### src/rtl/mem_port_arbiter.sv
// Single-port memory sequencer shared by instruction fetch and the data path.
// One transaction in flight: IDLE -> ISSUE -> WAIT (MEM_LAT cycles) -> RESP.
module mem_port_arbiter #(
    parameter int MEM_LAT    = 1,
    parameter int STARVE_MAX = 4
) (
    input  logic        clk,
    input  logic        rst,
    input  logic        inst_req,
    input  logic [31:0] inst_addr,
    output logic        inst_valid,
    output logic [31:0] inst_rdata,
    input  logic        data_req,
    input  logic        data_wr,
    input  logic [3:0]  data_be,
    input  logic [31:0] data_addr,
    input  logic [31:0] data_wdata,
    output logic        data_valid,
    output logic [31:0] data_rdata,
    output logic        mem_en,
    output logic [3:0]  mem_wen,
    output logic [31:0] mem_addr,
    output logic [31:0] mem_wdata,
    input  logic [31:0] mem_rdata
);

    typedef enum logic [1:0] {IDLE, ISSUE, WAIT, RESP} state_t;

    localparam logic [3:0] STARVE_LIM = 4'(STARVE_MAX);
    localparam logic [3:0] LAT        = 4'(MEM_LAT);

    state_t      state_q;
    logic        owner_data_q;
    logic [3:0]  starve_q;
    logic [3:0]  starve_d;
    logic [3:0]  cnt_q;
    logic        inst_valid_q;
    logic        data_valid_q;
    logic [31:0] inst_rdata_q;
    logic [31:0] data_rdata_q;
    logic        mem_en_q;
    logic [3:0]  mem_wen_q;
    logic [31:0] mem_addr_q;
    logic [31:0] mem_wdata_q;
    logic        grant_inst;
    logic        grant_data;

    function automatic logic [3:0] starve_inc(input logic [3:0] c);
        return (c >= STARVE_LIM) ? STARVE_LIM : c + 4'd1;
    endfunction

    // Data wins ties unless fetch has been passed over STARVE_MAX times in a row.
    always_comb begin
        grant_inst = 1'b0;
        grant_data = 1'b0;
        if (state_q == IDLE) begin
            if (data_req && !(inst_req && starve_q == STARVE_LIM)) begin
                grant_data = 1'b1;
            end else if (inst_req) begin
                grant_inst = 1'b1;
            end
        end
    end

    always_comb begin
        starve_d = starve_q;
        if (grant_inst) begin
            starve_d = 4'd0;
        end else if (grant_data) begin
            starve_d = inst_req ? starve_inc(starve_q) : 4'd0;
        end
    end

    always_ff @(posedge clk) begin
        if (rst) begin
            state_q      <= IDLE;
            owner_data_q <= 1'b0;
            starve_q     <= 4'd0;
            cnt_q        <= 4'd0;
            inst_valid_q <= 1'b0;
            data_valid_q <= 1'b0;
            inst_rdata_q <= 32'd0;
            data_rdata_q <= 32'd0;
            mem_en_q     <= 1'b0;
            mem_wen_q    <= 4'd0;
            mem_addr_q   <= 32'd0;
            mem_wdata_q  <= 32'd0;
        end else begin
            inst_valid_q <= 1'b0;
            data_valid_q <= 1'b0;
            mem_en_q     <= 1'b0;
            mem_wen_q    <= 4'd0;
            starve_q     <= starve_d;
            case (state_q)
                IDLE: begin
                    if (grant_inst || grant_data) begin
                        owner_data_q <= grant_data;
                        mem_en_q     <= 1'b1;
                        mem_addr_q   <= grant_data ? {data_addr[31:2], 2'b00}
                                                   : {inst_addr[31:2], 2'b00};
                        mem_wen_q    <= (grant_data && data_wr) ? data_be : 4'd0;
                        mem_wdata_q  <= grant_data ? data_wdata : 32'd0;
                        state_q      <= ISSUE;
                    end
                end
                ISSUE: begin
                    cnt_q   <= LAT;
                    state_q <= WAIT;
                end
                WAIT: begin
                    cnt_q <= cnt_q - 4'd1;
                    if (cnt_q <= 4'd1) begin
                        if (owner_data_q) begin
                            data_rdata_q <= mem_rdata;
                        end else begin
                            inst_rdata_q <= mem_rdata;
                        end
                        data_valid_q <= owner_data_q;
                        inst_valid_q <= !owner_data_q;
                        state_q      <= RESP;
                    end
                end
                RESP: begin
                    state_q <= IDLE;
                end
                default: begin
                    state_q <= IDLE;
                end
            endcase
        end
    end

    assign inst_valid = inst_valid_q;
    assign inst_rdata = inst_rdata_q;
    assign data_valid = data_valid_q;
    assign data_rdata = data_rdata_q;
    assign mem_en     = mem_en_q;
    assign mem_wen    = mem_wen_q;
    assign mem_addr   = mem_addr_q;
    assign mem_wdata  = mem_wdata_q;

    a_valid_excl: assert property (@(posedge clk) disable iff (rst)
        !(inst_valid_q && data_valid_q));
    a_en_single: assert property (@(posedge clk) disable iff (rst)
        mem_en_q |=> !mem_en_q);

endmodule

### config.mk
export PLATFORM = sky130hd
export DESIGN_NAME = mem_port_arbiter
export DESIGN_NICKNAME = d
export VERILOG_FILES = /design/src/rtl/mem_port_arbiter.sv
export SDC_FILE = /design/constraint.sdc
export NUM_CORES = 1
export LEC_CHECK = 0
export ABC_CLOCK_PERIOD_IN_PS = 2720
export BUFFER_PORTS_ARGS = -buffer_cell sky130_fd_sc_hd__buf_2
export CAP_MARGIN = 10
export CELL_PAD_IN_SITES_DETAIL_PLACEMENT = 1
export CELL_PAD_IN_SITES_GLOBAL_PLACEMENT = 1
export CORE_MARGIN = 3
export CORE_UTILIZATION = 36
export DETAILED_ROUTE_END_ITERATION = 8
export GPL_TIMING_DRIVEN = 1
export PLACE_DENSITY_LB_ADDON = 0.05
export SYNTH_ARGS = -nofsm -noshare
export SYNTH_HDL_FRONTEND = slang
export SYNTH_SLANG_ARGS = --single-unit
### constraint.sdc
create_clock -name clk -period 2.72 [get_ports clk]
set_input_delay 0.408 -clock clk [delete_from_list [all_inputs] [get_ports clk]]
set_output_delay 0.408 -clock clk [all_outputs]
set_load 0.02 [all_outputs]
==> key figures, run 1 <==
Run status
  • Status: finished, final reports clean

Detailed routing
  • Residual DRC count: 0
  • WL per Instance: roughly 18 um
  • DR vias: between 5k and 6k
  • Starting DRC count in detailed routing: between 200 and 250
  • Antenna viol nets, final: 0
  • Total Wirelength: between 15000 and 20000 um
  • Drt first pass iters: 4
  • Via density: roughly 5.2

Yosys
  • Number of distinct library cells after synthesis: 36
  • Fraction of registers with async set/reset: 0
  • Ys Warns: 0
  • Synth Flop Type: dfxtp_1
  • Post-synth EDFFs: 0
  • Mapped Cells: 661
  • Post-synthesis sequential area ratio: 0.483
  • Post-Syn Area: between 0.005 and 0.006 mm^2
  • Flops & latches, synth: 144
  • Syn avg cell area: around 9 um^2

Die
  • Die footprint: 0.0181 mm^2
  • Die width: 135 um
  • Die Height: approximately 130 um
  • Initial Util: 0.371
  • I/O pin cnt: ~270
  • Cell Rows: 46
  • Core ar.: ~0.016 mm^2

Worst setup path
  • WS Path Type: reg2reg
  • Reg2reg start: cnt_q[0]
  • Crit path cell chain: inv_1 -> ha_1 -> o21bai_1 -> or3_2 -> buf_4 -> mux2i_1
  • CP max stage delay: between 400 and 500 ps
  • Crit-path slowest cell: buf_4
  • Crit-path max FO: 33
  • CP startpoint: cnt_q[0]
  • CP top delay family: buffers and inverters
  • Worst EP arrival: 2460 ps
  • Setup crit start kind: flip-flop
  • Setup crit end kind: flip-flop
  • Req. time, crit path: about 3100 ps
  • CP bufs+invs: 2

STA
  • RSZ-0062 raised after global routing: false
  • Relative slew slack: 0.599
  • Final-report hold violation count: 0
  • Final Setup Violations: 0
  • Min cycle time layout: approximately 2100 ps
  • Setup Skew: 6.90 ps
  • Period Utilization, post-route: 0.781
  • Slew Limit Fails: 0
  • Slew @ Worst Pin: between 600 and 700 ps
  • Max Clock Freq: 471 MHz
  • Post-Route Setup TNS: 0 ps
  • Hold slack: about 250 ps

Power
  • Tot Pwr: between 7 and 8 mW
  • Maximum VDD drop: around 0.55 mV
  • Power Density: between 900 and 1000 mW/mm^2
  • P_leak: around 3.7 nW

CTS
  • Clock root buffer: clkbuf_16
  • Worst-skew pair later-pin latency: around 420 ps
  • Postcts setup bufs: 0
  • CTS sink cnt: about 140
  • CTS buffer count: 17
  • # hold bufs at CTS: 0
  • H-tree depth: 4
  • Post-cts resize count: 0
  • CTS tree: built
  • CTS max path bufs: 2
  • Reg clk slew, reported paths: ~60 ps

Finish
  • Nets@finish: 1037
  • Final Core Density: 0.497
  • # diodes: 0
  • Share of layout cells above drive strength 1: 0.352
  • Post-route insts no fill: around 1.1k
  • Layout area overhead: 33.9%

Placement
  • Gpl congestion: 0.790
  • Port Buf Inserts: 265
  • Cells after DPL: ~1.1k
  • Post-DP HPWL: between 10000 and 15000 um

GRT
  • Initial antenna violation count: 1
  • Number of global-route vias before repair: 6093
  • Largest net degree at the start of global routing: around 100
  • Global-route wire length before repair: 30700 um
  • GRT Total Usage: 0.209
  • Grt ovf: 0

Flow run
  • Max_cap viols: 0

Hold path
  • Hold Startpoint: data_wdata[10]
  • Worst hold-check path type: in2reg
[synth_stat cells, drive strengths merged, types with 2 or more instances]
library cell	instances	area, um^2
nand3	63	315
clkbuf	39	146
dfxtp	144	2880
a211oi	3	22.5
ha	6	75.1
nor2	6	22.5
nor4	2	12.5
nand3b	2	15.0
mux2i	65	651
a311oi	30	263
nand2	133	499
and4	4	35.0
and2	2	12.5
inv	9	33.8
nand4	2	12.5
nor3	33	170
nand4b	3	26.3
buf	29	220
o21ai	6	30.0
a21oi	37	185
o211ai	32	240
[power breakdown]
group          internal (mW)  leakage (nW)  total [mW]  switching (mW)
Clock                   1.47         0.286        2.39           0.921
Combinational          0.794          2.26        2.35            1.56
Sequential              2.50          1.17        2.70           0.206
[path summary, 6_finish.rpt]
| path | endpoint | slack [ps] | cells after the start |
|---|---|---|---|
| worst max-delay path | data_rdata[19] | 600 | 6 |
| worst min-delay path | mem_wdata[10] | 250 | 3 |
| worst max register to register | data_rdata[19] | 600 | 6 |
| worst min register to register | inst_rdata[7] | 460 | 2 |
[logic make-up after synthesis]
| logic type | share of synthesized area |
|---|---|
| flops | 0.483 |
| compound gates | 0.130 |
| simple gates | 0.197 |
| mux | 0.109 |
| fa+ha+maj | 0.0126 |
| other cells | 0.000629 |
| buf+inv | 0.0671 |
[metrics by stage]
stage	cell area, um^2	worst slack (ps)
2_1_floorplan	5970	1160
3_3_place_gp	7380	671
3_5_place_dp	7380	576
4_1_cts	7990	576
5_1_grt	7990	411
6_report	7990	597
[worst register-to-register path, stage by stage (launching register included)]
cell and delay (ps):
dfxtp_1 410, inv_1 70, ha_1 230, o21bai_1 370, or3_2 200, buf_4 490
mux2i_1 270
[routing by layer]
metal / track usage / up-vias / routed length, um
met2: 0.358 / 188 / 9630
met3: 0.0667 / 37 / 1530
met4: 0.0848 / 2 / 497
li1: - / 2803 / -
met5: 0 / - / 7
met1: 0.242 / 2832 / 8020
[sequential cells by signal, indices dropped and copies added (netlist names)]
register and flops:
data_rdata 32, inst_rdata 32, mem_wdata 32, mem_addr 30, cnt_q 4, mem_wen 4, starve_q 4, state_q 2
data_valid 1, inst_valid 1, mem_en 1, owner_data_q 1
[layout make-up]
type                       count  area (um^2)
fill                        1933         8070
sequential                   144         2880
multi-input combinational    441         2700
timing repair buffer         281         1500
clock buffer                  19          443
tap                          216          270
clock inverter                13          161
inverter                       9         33.8
[cells in the final DEF (no fill, tap or decap), types with 4 or more instances in the layout]
cell type   count
a21oi_1        37
a311oi_1       30
and4_1          4
buf_12          4
buf_2         265
buf_4          12
clkbuf_16      17
clkinvlp_4      4
dfxtp_1       144
ha_1            6
inv_1           8
mux2i_1        65
nand2_1       131
nand3_1        63
nor2_1          6
nor3_1         32
o211ai_1       32
o21ai_0         6
Power figures use the tool's default switching activity.
==> inputs of run 2 (changes only) <==
ABC_CLOCK_PERIOD_IN_PS = 1800   (was 2720)
CORE_UTILIZATION = 30   (was 36)
clock period = 1.8 ns   (was 2.72 ns; I/O delays follow)
==> run 2 against run 1 <==
  * Non-clock buffer count is 5 higher
  * Register-to-register slack worse by 490 ps
  * Final area is 2.2% higher
  * Worst setup slack worse by 490 ps
  * Die area is 19% higher
  * Sequential share of layout area is 0.76 points lower
  * Largest power group unchanged
  * Power is 52% higher
  * Clock skew is 3.7 ps higher
  * Sequential power is 51% higher
  * Flip-flop and latch count stayed put
  * First-iteration DRC count is 21% lower
  * Critical path depth stayed put
==> key figures, run 2 (synthesis results as in run 1) <==
Finish
  • Share of layout cells above drive strength 1: 0.357 (was 0.352)
  • Most frequent cells in the layout: buf_2 (265), dfxtp_1 (144), nand2_1 (131) (unchanged)
  • Layout area overhead: 36.8% (was 33.9%)
  • Final Core Density: 0.426 (was 0.497)
  • Nets@finish: 1042 (was 1037)
  • Leading cell type in the layout, fill and taps excluded: buf_2 (unchanged)

Die
  • Initial Util: 0.312 (was 0.371)
  • Die footprint: 0.0216 mm^2 (was 0.0181 mm^2)
  • Cell Rows: 50 (was 46)
  • Core ar.: 0.0191 mm^2 (was 0.0161 mm^2)
  • Die width: 147 um (was 135 um)
  • I/O pin cnt: 272 (unchanged)
  • Die Height: 147 um (was 135 um)

Placement
  • Post-DP HPWL: 14100 um (was 13400 um)
  • Gpl congestion: 0.740 (was 0.790)
  • Port Buf Inserts: 265 (unchanged)

Power
  • P_leak: 3.79 nW (was 3.72 nW)
  • Maximum VDD drop: 0.716 mV (was 0.548 mV)
  • Power Density: 1390 mW/mm^2 (was 932 mW/mm^2)

Worst setup path
  • Setup crit start kind: flip-flop (unchanged)
  • Crit path cell chain: inv_1 -> ha_1 -> and4b_2 -> buf_12 -> nor3_1 -> a311oi_1 (was inv_1 -> ha_1 -> o21bai_1 -> or3_2 -> buf_4 -> mux2i_1)
  • CP max stage delay: 380 ps (was 490 ps)
  • Crit-path max FO: 35 (was 33)
  • WS Path Type: reg2reg (unchanged)
  • Setup crit end kind: flip-flop (unchanged)
  • Worst EP arrival: 2010 ps (was 2460 ps)
  • Crit-path slowest cell: and4b_2 (was buf_4)
  • Req. time, crit path: 2120 ps (was 3060 ps)

CTS
  • CTS max path bufs: 2 (unchanged)
  • Reg clk slew, reported paths: 70 ps (was 60 ps)
  • CTS buffer count: 17 (unchanged)
  • Clock root buffer: clkbuf_16 (unchanged)
  • H-tree depth: 4 (unchanged)
  • CTS sink cnt: 144 (unchanged)
  • Worst-skew pair later-pin latency: 420 ps (about the same)
  • Postcts setup bufs: 0 (unchanged)
  • # hold bufs at CTS: 0 (unchanged)
  • CTS tree: built (unchanged)

Detailed routing
  • WL per Instance: 17.6 um (was 17.5 um)
  • Drt first pass iters: 4 (unchanged)
  • DR vias: 5859 (was 5862)
  • Residual DRC count: 0 (unchanged)
  • Total Wirelength: 20600 um (was 19700 um)
  • Starting DRC count in detailed routing: 172 (was 218)
  • Via density: 4.99 (was 5.22)
  • Antenna viol nets, final: 0 (unchanged)

GRT
  • Initial antenna violation count: 1 (unchanged)
  • GRT Total Usage: 0.187 (was 0.209)
  • Global-route wire length before repair: 33100 um (was 30700 um)
  • Grt ovf: 0 (unchanged)
  • Largest net degree at the start of global routing: 103 (was 104)
  • Number of global-route vias before repair: 6412 (was 6093)

Flow run
  • Max_cap viols: 0 (unchanged)

Hold path
  • Worst hold-check path type: in2reg (unchanged)

STA
  • Setup Skew: 10.6 ps (was 6.90 ps)
  • Max Clock Freq: 591 MHz (was 471 MHz)
  • RSZ-0062 raised after global routing: false (unchanged)
  • Post-Route Setup TNS: 0 ps (unchanged)
  • Final Setup Violations: 0 (unchanged)
  • Min cycle time layout: 1690 ps (was 2120 ps)
  • Period Utilization, post-route: 0.940 (was 0.781)
  • Final-report hold violation count: 0 (unchanged)
  • Hold slack: 101 ps (was 246 ps)
  • Slew Limit Fails: 0 (unchanged)

Run status
  • Status: finished, final reports clean (unchanged)
## run 2: cell types whose count changed in the layout (fill, tap and decap cells not counted), sizes merged
cell and change:
inv +7, buf +4, clkinvlp -4, bufinv -2
clkbuf -1, clkinv +1, diode +1
## run 2: cell type report
class                   count  area (um^2)
inverters                   9         33.8
fillers                  2312        11000
clock inverters            15          168
clock buffers              17          425
well taps                 260          325
repair buffers            286         1620
flip-flops and latches    144         2880
diodes                      1         2.50
multi-input cells         441         2700
## run 2: power breakdown
group	switching, mW	total [mW]	internal (mW)	leakage (nW)
Sequential	0.307	4.08	3.77	1.17
Combinational	2.39	3.70	1.31	2.33
Clock	1.58	3.56	1.98	0.292
## run 2: metal layers
metal | up-vias | global-route usage | part of all wire | wire length (um)
met5 | - | 0 | 0 | 0
met1 | 2807 | 0.208 | 0.41 | 8490
li1 | 2833 | - | - | -
met4 | 0 | 0.0662 | 0.021 | 427
met3 | 29 | 0.0586 | 0.072 | 1480
met2 | 190 | 0.335 | 0.49 | 10200
## run 2: critical path, delay by kind of cell (launching register included)
kind | cells | cell delay (ps)
simple gates | 2 | 480
flops | 1 | 320
buf+inv | 2 | 320
compound gates | 1 | 270
fa+ha+maj | 1 | 190
## run 2: timing repair
| item | CTS | global route |
|---|---|---|
| resized for setup | 0 | 3 |
| endpoints found under the setup margin | 0 | 4 |
| hold endpoints to repair | 0 | 0 |
## run 2: worst paths after layout
kind                         end  cells past startpoint      startpoint  slack (ps)
setup / recovery    mem_addr[10]                      6     starve_q[0]         110
hold / removal     mem_wdata[16]                      3  data_wdata[16]         100
setup reg to reg    mem_addr[10]                      6     starve_q[0]         110
hold reg to reg   inst_rdata[30]                      2  inst_rdata[30]         460
## run 2: stage by stage
stage          area (um^2)  std cells  power, mW  setup slack, ps
3_3_place_gp          7530       1139       7.73              137
4_1_cts               8120       1171       11.5             70.5
5_1_grt               8160       1173       12.0             1.71
3_5_place_dp          7530       1139       7.88             89.1
6_report              8160       1173       11.3              107
2_1_floorplan         5970        662       6.47              242
